===== src/rtl/reg_file_writeback_pkg.sv =====
// Shared constants and types for the register-file write-side controller.
// Source indices double as grant priority: a lower index wins.
package reg_file_writeback_pkg;

  localparam int REG_ADDR_BITS = 5;
  localparam int XLEN          = 32;
  localparam int NUM_REGS      = 1 << REG_ADDR_BITS;

  typedef enum logic {
    INIT = 1'b0,
    RUN  = 1'b1
  } state_t;

  localparam int SRC_LD  = 0;
  localparam int SRC_MD  = 1;
  localparam int SRC_ALU = 2;
  localparam int NUM_SRC = 3;

endpackage


===== src/rtl/reg_file_writeback_scoreboard.sv =====
// Pending-write scoreboard: one bit per register, set on reserve, cleared on writeback.
// A reserve and a clear of the same register in one cycle leave the bit set.
module reg_scoreboard
  import reg_file_writeback_pkg::*;
(
  input  logic                     clk,
  input  logic                     sync_reset,
  input  logic                     set_en,
  input  logic [REG_ADDR_BITS-1:0] set_rd,
  input  logic                     clr_en,
  input  logic [REG_ADDR_BITS-1:0] clr_rd,
  input  logic [REG_ADDR_BITS-1:0] query_rs1,
  input  logic [REG_ADDR_BITS-1:0] query_rs2,
  output logic                     rs1_pending,
  output logic                     rs2_pending,
  output logic [NUM_REGS-1:0]      pending_map
);

  logic [NUM_REGS-1:0] set_vec;
  logic [NUM_REGS-1:0] clr_vec;

  assign set_vec = set_en ? (NUM_REGS'(1) << set_rd) : '0;
  assign clr_vec = clr_en ? (NUM_REGS'(1) << clr_rd) : '0;

  always_ff @(posedge clk) begin
    if (sync_reset) begin
      pending_map <= '0;
    end else begin
      // x0 is never pending, whatever the requests say.
      pending_map <= ((pending_map & ~clr_vec) | set_vec) & ~NUM_REGS'(1);
    end
  end

  assign rs1_pending = pending_map[query_rs1] && (query_rs1 != '0);
  assign rs2_pending = pending_map[query_rs2] && (query_rs2 != '0);

endmodule


===== src/rtl/reg_file_writeback.sv =====
// Write-port controller for the BRAM register file: zero-fill sweep after reset,
// then fixed-priority arbitration of load, mul/div and ALU results onto one write port.
module reg_file_writeback
  import reg_file_writeback_pkg::*;
(
  input  logic                     clk,
  input  logic                     sync_reset,
  output logic                     init_done,
  input  logic                     ld_valid,
  output logic                     ld_ready,
  input  logic [REG_ADDR_BITS-1:0] ld_rd,
  input  logic [XLEN-1:0]          ld_data,
  input  logic                     md_valid,
  output logic                     md_ready,
  input  logic [REG_ADDR_BITS-1:0] md_rd,
  input  logic [XLEN-1:0]          md_data,
  input  logic                     alu_valid,
  output logic                     alu_ready,
  input  logic [REG_ADDR_BITS-1:0] alu_rd,
  input  logic [XLEN-1:0]          alu_data,
  input  logic                     rsv_valid,
  input  logic [REG_ADDR_BITS-1:0] rsv_rd,
  input  logic [REG_ADDR_BITS-1:0] query_rs1,
  input  logic [REG_ADDR_BITS-1:0] query_rs2,
  output logic                     rs1_pending,
  output logic                     rs2_pending,
  output logic [NUM_REGS-1:0]      pending_map,
  output logic                     wr_enable,
  output logic [REG_ADDR_BITS-1:0] wr_addr,
  output logic [XLEN-1:0]          wr_data,
  output logic                     fsm_state
);

  localparam logic [REG_ADDR_BITS:0] SWEEP_END = (REG_ADDR_BITS + 1)'(NUM_REGS);

  state_t                   state;
  logic [REG_ADDR_BITS:0]   counter;
  logic                     run;
  logic [NUM_SRC-1:0]       src_valid;
  logic [NUM_SRC-1:0]       src_ready;
  logic [NUM_SRC-1:0]       xfer;
  logic [REG_ADDR_BITS-1:0] src_rd   [NUM_SRC];
  logic [XLEN-1:0]          src_data [NUM_SRC];
  logic                     xfer_any;
  logic [REG_ADDR_BITS-1:0] sel_rd;
  logic [XLEN-1:0]          sel_data;
  logic                     blocked;

  assign run = (state == RUN) && !sync_reset;

  assign src_valid[SRC_LD]  = ld_valid;
  assign src_valid[SRC_MD]  = md_valid;
  assign src_valid[SRC_ALU] = alu_valid;
  assign src_rd[SRC_LD]     = ld_rd;
  assign src_rd[SRC_MD]     = md_rd;
  assign src_rd[SRC_ALU]    = alu_rd;
  assign src_data[SRC_LD]   = ld_data;
  assign src_data[SRC_MD]   = md_data;
  assign src_data[SRC_ALU]  = alu_data;

  // valid/ready: a result moves when both are high in the same cycle; a source is
  // ready only while every higher-priority source is idle, so at most one moves.
  always_comb begin
    blocked  = 1'b0;
    src_ready = '0;
    sel_rd   = '0;
    sel_data = '0;
    for (int i = 0; i < NUM_SRC; i++) begin
      src_ready[i] = run && !blocked;
      blocked      = blocked || src_valid[i];
    end
    xfer = src_valid & src_ready;
    for (int i = 0; i < NUM_SRC; i++) begin
      if (xfer[i]) begin
        sel_rd   = src_rd[i];
        sel_data = src_data[i];
      end
    end
  end

  assign xfer_any  = |xfer;
  assign ld_ready  = src_ready[SRC_LD];
  assign md_ready  = src_ready[SRC_MD];
  assign alu_ready = src_ready[SRC_ALU];
  assign fsm_state = state;

  always_ff @(posedge clk) begin
    if (sync_reset) begin
      state     <= INIT;
      counter   <= '0;
      init_done <= 1'b0;
      wr_enable <= 1'b0;
      wr_addr   <= '0;
      wr_data   <= '0;
    end else begin
      case (state)
        INIT: begin
          if (counter == SWEEP_END) begin
            state     <= RUN;
            init_done <= 1'b1;
            wr_enable <= 1'b0;
          end else begin
            wr_enable <= 1'b1;
            wr_addr   <= counter[REG_ADDR_BITS-1:0];
            wr_data   <= '0;
            counter   <= counter + 1'b1;
          end
        end
        RUN: begin
          if (xfer_any) begin
            wr_enable <= (sel_rd != '0);
            wr_addr   <= sel_rd;
            wr_data   <= sel_data;
          end else begin
            wr_enable <= 1'b0;
          end
        end
        default: state <= INIT;
      endcase
    end
  end

  reg_scoreboard u_scoreboard (
    .clk         (clk),
    .sync_reset  (sync_reset),
    .set_en      (run && rsv_valid && (rsv_rd != '0)),
    .set_rd      (rsv_rd),
    .clr_en      (xfer_any),
    .clr_rd      (sel_rd),
    .query_rs1   (query_rs1),
    .query_rs2   (query_rs2),
    .rs1_pending (rs1_pending),
    .rs2_pending (rs2_pending),
    .pending_map (pending_map)
  );

endmodule


===== config.mk =====
export PLATFORM = sky130hd
export DESIGN_NAME = reg_file_writeback
export DESIGN_NICKNAME = d
export VERILOG_FILES = /design/src/rtl/reg_file_writeback_pkg.sv /design/src/rtl/reg_file_writeback_scoreboard.sv /design/src/rtl/reg_file_writeback.sv
export SDC_FILE = /design/constraint.sdc
export NUM_CORES = 1
export LEC_CHECK = 0
export CAP_MARGIN = 15
export CORE_ASPECT_RATIO = 0.6
export CORE_UTILIZATION = 36
export DETAILED_ROUTE_END_ITERATION = 8
export PLACE_DENSITY_LB_ADDON = 0.25
export SLEW_MARGIN = 40
export SYNTH_ARGS = -nofsm -noshare
export SYNTH_HDL_FRONTEND = slang
export SYNTH_SLANG_ARGS = --single-unit
export TNS_END_PERCENT = 20

===== constraint.sdc =====
create_clock -name clk -period 1.6 [get_ports clk]
set_input_delay 0.16 -clock clk [delete_from_list [all_inputs] [get_ports clk]]
set_output_delay 0.16 -clock clk [all_outputs]
set_load 0.02 [all_outputs]

======== After elaboration in Yosys (flattened, before gate mapping) ========
Index checks and enable logic that the tools add are counted.
word-level totals
  output and inout port bits .............. 77
  input bits .............................. 132
  word-level logic and storage cells ...... 64
  flip-flop bits (word level) ............. 78
cells by class
  shift-type cells ........................ 2
  add/subtract/negate cells ............... 1
  bitwise operators ....................... 6
  eq/ne operators ......................... 3
  magnitude comparators ................... 2
  reductions and logical operators ........ 19
  muxes and demuxes ....................... 23
operator list
  cell                                                                          number
  32-bit 2-to-1 mux                                                             7
  32-bit case mux with 2 select lines                                           1
  1-bit by 5-bit left shift with 32-bit output, first input constant            2
  32-bit bitwise AND                                                            1
  32-bit inverter                                                               1
  32-bit bitwise OR                                                             1
  5-bit 2-to-1 mux                                                              5
  5-bit nonzero test                                                            4
  5-bit by 6-bit less-than comparator with 1-bit output, second input constant  2
  1-bit binary-select mux with 5-bit select                                     2
  5-bit case mux with 2 select lines                                            1
  1-bit logical AND                                                             7
  6-bit by 1-bit adder with 6-bit output, second input constant                 1
  6-bit == test, second input constant                                          1
  1-bit 2-to-1 mux                                                              6
  2-bit AND reduction                                                           3
  3-bit bitwise AND                                                             1
  1-bit logical NOT                                                             3
  3-bit OR reduction                                                            1
  2-bit by 1-bit inequality test with 1-bit output, second input constant       1
  2-bit inequality test, second input constant                                  1
  1-bit inverter                                                                2
  1-bit case mux with 2 select lines                                            1
  1-bit logical OR                                                              1

======== Depth between registers and ports, before layout ========
  depth in word-level cells ............... 12
  depth in mapped cells ................... 8
  gate-level depth less buffers ........... 6

======== Modules after synthesis ========
From an unflattened synthesis, not the netlist that was laid out.
second synthesis, totals
  cells, all modules ...................... 492
  area, all modules ....................... 4156.5 um2
modules (own cells, without submodules)
  module              area each (um2)  times used  cells each  sequential area each (um2)
  reg_file_writeback  2205.9           1           253         920.9
  reg_scoreboard      1950.6           1           239         620.6

======== Worst setup path before layout ========
No wires, ideal clock.
  path kind ............................... input to output
  start point ............................. input port query_rs1[0]
  end point ............................... output port rs1_pending
  path buffers ............................ 1
  path slack .............................. -0.239 ns
  required time ........................... 1.440 ns
  arrival ................................. 1.679 ns
  cell stages on the path ................. 4
  cell sequence ........................... buf_2 > mux4_2 > mux4_2 > mux2_2
on the way
  cells in the longest elaborated chain, start to end .. 3
  elaborated cells between the ends (all ways) .. 4
  those cells by class .................... mux: 2; reduce/logical: 2
ends and longest elaborated chain
  element                                    RTL line                             RTL
  start: declaration                         reg_file_writeback.sv:23             input logic [REG_ADDR_BITS-1:0] query_rs1,
  1-bit binary-select mux with 5-bit select  reg_file_writeback_scoreboard.sv:34  assign rs1_pending = pending_map[query_rs1] && (query_rs1 != '0);
  1-bit 2-to-1 mux (not written as such)     reg_file_writeback_scoreboard.sv:34
  1-bit logical AND (*)                      reg_file_writeback_scoreboard.sv:34
  end: declaration                           reg_file_writeback.sv:25             output logic rs1_pending,
Every way passes the cells marked *; elsewhere a longest branch is shown, timed or not. The select of a mux whose other input is x is not followed.

======== Worst setup path in the final report ========
Same ends and word-level chain as after synthesis.

==> summary.txt <==
Logic synthesis
  • Mapped Cells: 470
  • Prevailing post-synth register cell: dfxtp_1
  • Ys async rst share: 0%
  • Seq/Total Area, Yosys: 37.6%
  • Synth Register Bits: 77
  • Net Count, Synth: 604
  • Number of synthesized flops with an enable pin: 0
  • Yosys cell types: 52
  • Cell Area, Synth: 0.00410 mm²
  • Avg Cell Area, Syn: 8.72 µm²
  • Yosys warnings: 0

Die
  • Initial Util: 37.9%
  • Num rows: 29
  • Die width: 140 µm
  • Die area: 0.0118 mm²
  • Core ar.: 0.0108 mm²
  • IO Pins: 209
  • Die Ht: 84.6 µm

Setup path
  • Required @ worst endpoint: 1.44 ns
  • Cell seen most often among critical-path stages: mux4_2
  • Worst path cell trace: clkdlybuf4s15_1 > bufbuf_16 > mux4_2 > mux4_2 > mux2_4 > buf_6
  • Critical path fanouts, max: 4
  • Buffers & Inverters on Critical Path: 3
  • Family with the most delay on the worst path: multiplexers
  • Arrival @ worst endpoint: 2.05 ns
  • Crit-path slowest cell: mux4_2
  • CP Class: in -> out
  • CP Capture Type: primary output
  • Flop2flop setup slack: -0.19 ns
  • Critical path startpoint category: input port
  • Crit-path max cell delay: 0.49 ns

Global route
  • Number of global-route vias before repair: 4897
  • First-pass GRT wire length: 26800 µm
  • Grt ovf: 0
  • Gr usage total: 29.5%
  • Initial antenna violation count: 0
  • Largest net degree at the start of global routing: 70

Drt
  • Met3 wire len: 2060 µm
  • Via density: 5.84
  • Drt wl/cell: 20.5 µm
  • Highest metal layer with signal wires: met4
  • Pre-antenna DRT Iters: 8
  • Vias after detailed routing: 5341
  • DR DRC count: 0
  • Initial DRC count: 675
  • ANT nets after route: 0
  • Met2 wire length: 8450 µm
  • Metal-1 WL: 7980 µm
  • Routed Wire Length: 18800 µm

Timing
  • Tcrit/Tclk final: 138%
  • Final hold slack: 0.170 ns
  • Clock skew: 0.00429 ns
  • Number of setup violations in the final report: 34
  • Setup total negative slack: -2.41 ns
  • FMAX: 452 MHz
  • Minimum clock period: 2.21 ns
  • Normalized max-slew margin: 50.1%
  • Final Max Slew Viols: 0
  • Tightest Pin Transition: 0.748 ns
  • Final worst setup slack: -0.615 ns
  • Final hold vios: 0
  • RSZ-0062 raised after global routing: true

Run status
  • Failing checks: setup timing
  • Status: finished with violations

Min path
  • Hold Path Class: in -> reg

Placed design
  • Dpl cell area: 0.00702 mm²
  • Pre-CTS setup slack: -1.22 ns
  • RePlAce Congestion: 0.923
  • Dpl hpwl: 13600 µm
  • Port-buffer cells: 207

Pwr
  • Switching Power: 1.06 mW
  • PwrDens: 585 mW/mm²
  • Tot Pwr: 4.68 mW
  • Power share of the clock group: 43.6%
  • Sequential Power Share: 41.4%
  • P_leak: 3.04 nW
  • Switch share: 22.7%
  • Logic pwr share: 15.0%
  • Internal: 3.61 mW
  • Maximum VDD drop: 0.569 mV

Layout
  • ANT cells: 0
  • Share of cells above drive strength 1: 30.4%
  • # fillers: 761
  • P&R area growth vs syn: 95.2%
  • Post-route design area: 0.00800 mm²
  • Nets@finish: 905

CTS
  • Clk pin slew, worst setup/hold paths: 0.06 ns
  • CTS tree: yes
  • Root Driver: clkbuf_16
  • Clk_lat worst skew: 0.33 ns
  • Num CTS Buffers: 9
  • CTS max path bufs: 2
  • CTS sink count: 77
  • H-Tree Depth: 3

Flow run
  • Max Cap Violations: 0
## stage by stage
step | cells | utilization (%)
global route | 915 | 73.9
floorplan | 470 | -
CTS | 896 | 69.7
global placement | 875 | 64.9
finish | 915 | 73.9
detailed placement | 875 | 64.9
## worst min-delay path: cells and delay by family
kind | cells | cell delay [ns]
buf+inv | 2 | 0.25
simple gates | 1 | 0.04
## layout make-up
cell class	instances	area, µm²	share of cell area, %
Clock inverter	5	60.1	0.751
Sequential cell	77	1580	19.7
Clock buffer	11	243	3.04
Multi-Input combinational cell	348	2690	33.7
Tap cell	139	174	2.18
Inverter	9	36.3	0.454
Timing Repair Buffer	326	3210	40.2
## cell usage after synthesis (6+ instances only)
library cell	count	area, µm²
dfxtp_1	77	1540
a21oi_1	71	355
nand2_1	70	263
a222oi_1	32	320
o21ai_0	29	145
nor2_1	28	105
clkbuf_1	19	71.3
mux4_2	18	405
buf_2	9	45.0
o31ai_1	8	60.1
inv_1	7	26.3
nand3b_1	6	45.0
nor3_1	6	30.0
o211ai_1	6	45.0
## registers in the layout, indices dropped and copies added, names as in the netlist
name	cells
wr_enable	1
u_scoreboard.pending_map	31
fsm_state	1
counter	6
wr_data	32
wr_addr	5
init_done	1
## routing by layer
| layer | vias up | GRT usage [%] |
|---|---|---|
| met1 | 2579 | 40.7 |
| li1 | 2408 | - |
| met4 | 0 | 6.99 |
| met5 | - | 0 |
| met3 | 37 | 8.96 |
| met2 | 317 | 45.0 |
## power groups by stage
stage               combinational [mW]  clock [mW]  sequential, mW
floorplan                        0.165           0            1.98
global placement                 0.618           0            1.98
detailed placement               0.635           0            1.98
CTS                              0.666        2.07            1.94
global route                     0.740        2.18            1.94
finish                           0.702        2.04            1.94
## worst paths after layout
| check | startpoint | endpoint | depth (start not counted) |
|---|---|---|---|
| worst max-delay path | query_rs1[0] | rs1_pending | 6 |
| worst min register to register | wr_data[31] | wr_data[31] | 2 |
| worst max register to register | fsm_state | u_scoreboard.pending_map[1] | 7 |
| worst min-delay path | sync_reset | wr_addr[0] | 3 |
## kinds of logic (layout without fill, tap and decap cells)
kind of cell    after synthesis  after routing  share of synthesized area, %
flops                        77             77                          37.6
mux                          24             24                          11.5
simple gates                142            142                          16.2
xor+xnor                      5              5                          1.07
fa+ha+maj                     2              2                         0.611
buf+inv                      45            351                          4.86
other cells                   1              1                        0.0915
compound gates              174            174                          28.1
## placed cells by master, fill, tap and decap left out, types with 3 or more instances in the layout
master / instances
dfxtp_2: 25
dlymetal6s2s_1: 8
a221oi_1: 3
buf_4: 100
buf_6: 11
clkdlybuf4s50_1: 181
xor2_1: 3
clkbuf_16: 12
nand2b_1: 4
a21oi_4: 4
inv_1: 6
dlygate4sd2_1: 8
o21ai_2: 3
dfxtp_1: 51
buf_12: 9
nand2_1: 69
o211ai_1: 6
mux2i_1: 3
nor3_4: 3
nand3b_1: 6
a21oi_1: 66
nor2b_1: 4
mux2_4: 3
o21ai_1: 14
o21ai_0: 12
o31ai_1: 5
nor2_1: 24
o31ai_4: 3
mux4_2: 18
nand3_1: 5
a222oi_1: 32
## repair_timing
item / in CTS / in global routing
gates cloned: 2 / 3
hold buffers: 0 / 0
buffers inserted: 3 / 17
endpoints found under the setup margin: 78 / 79
pin swaps: 39 / 26
resized for setup: 68 / 72
Note: power is estimated with default switching activity, not from simulation.
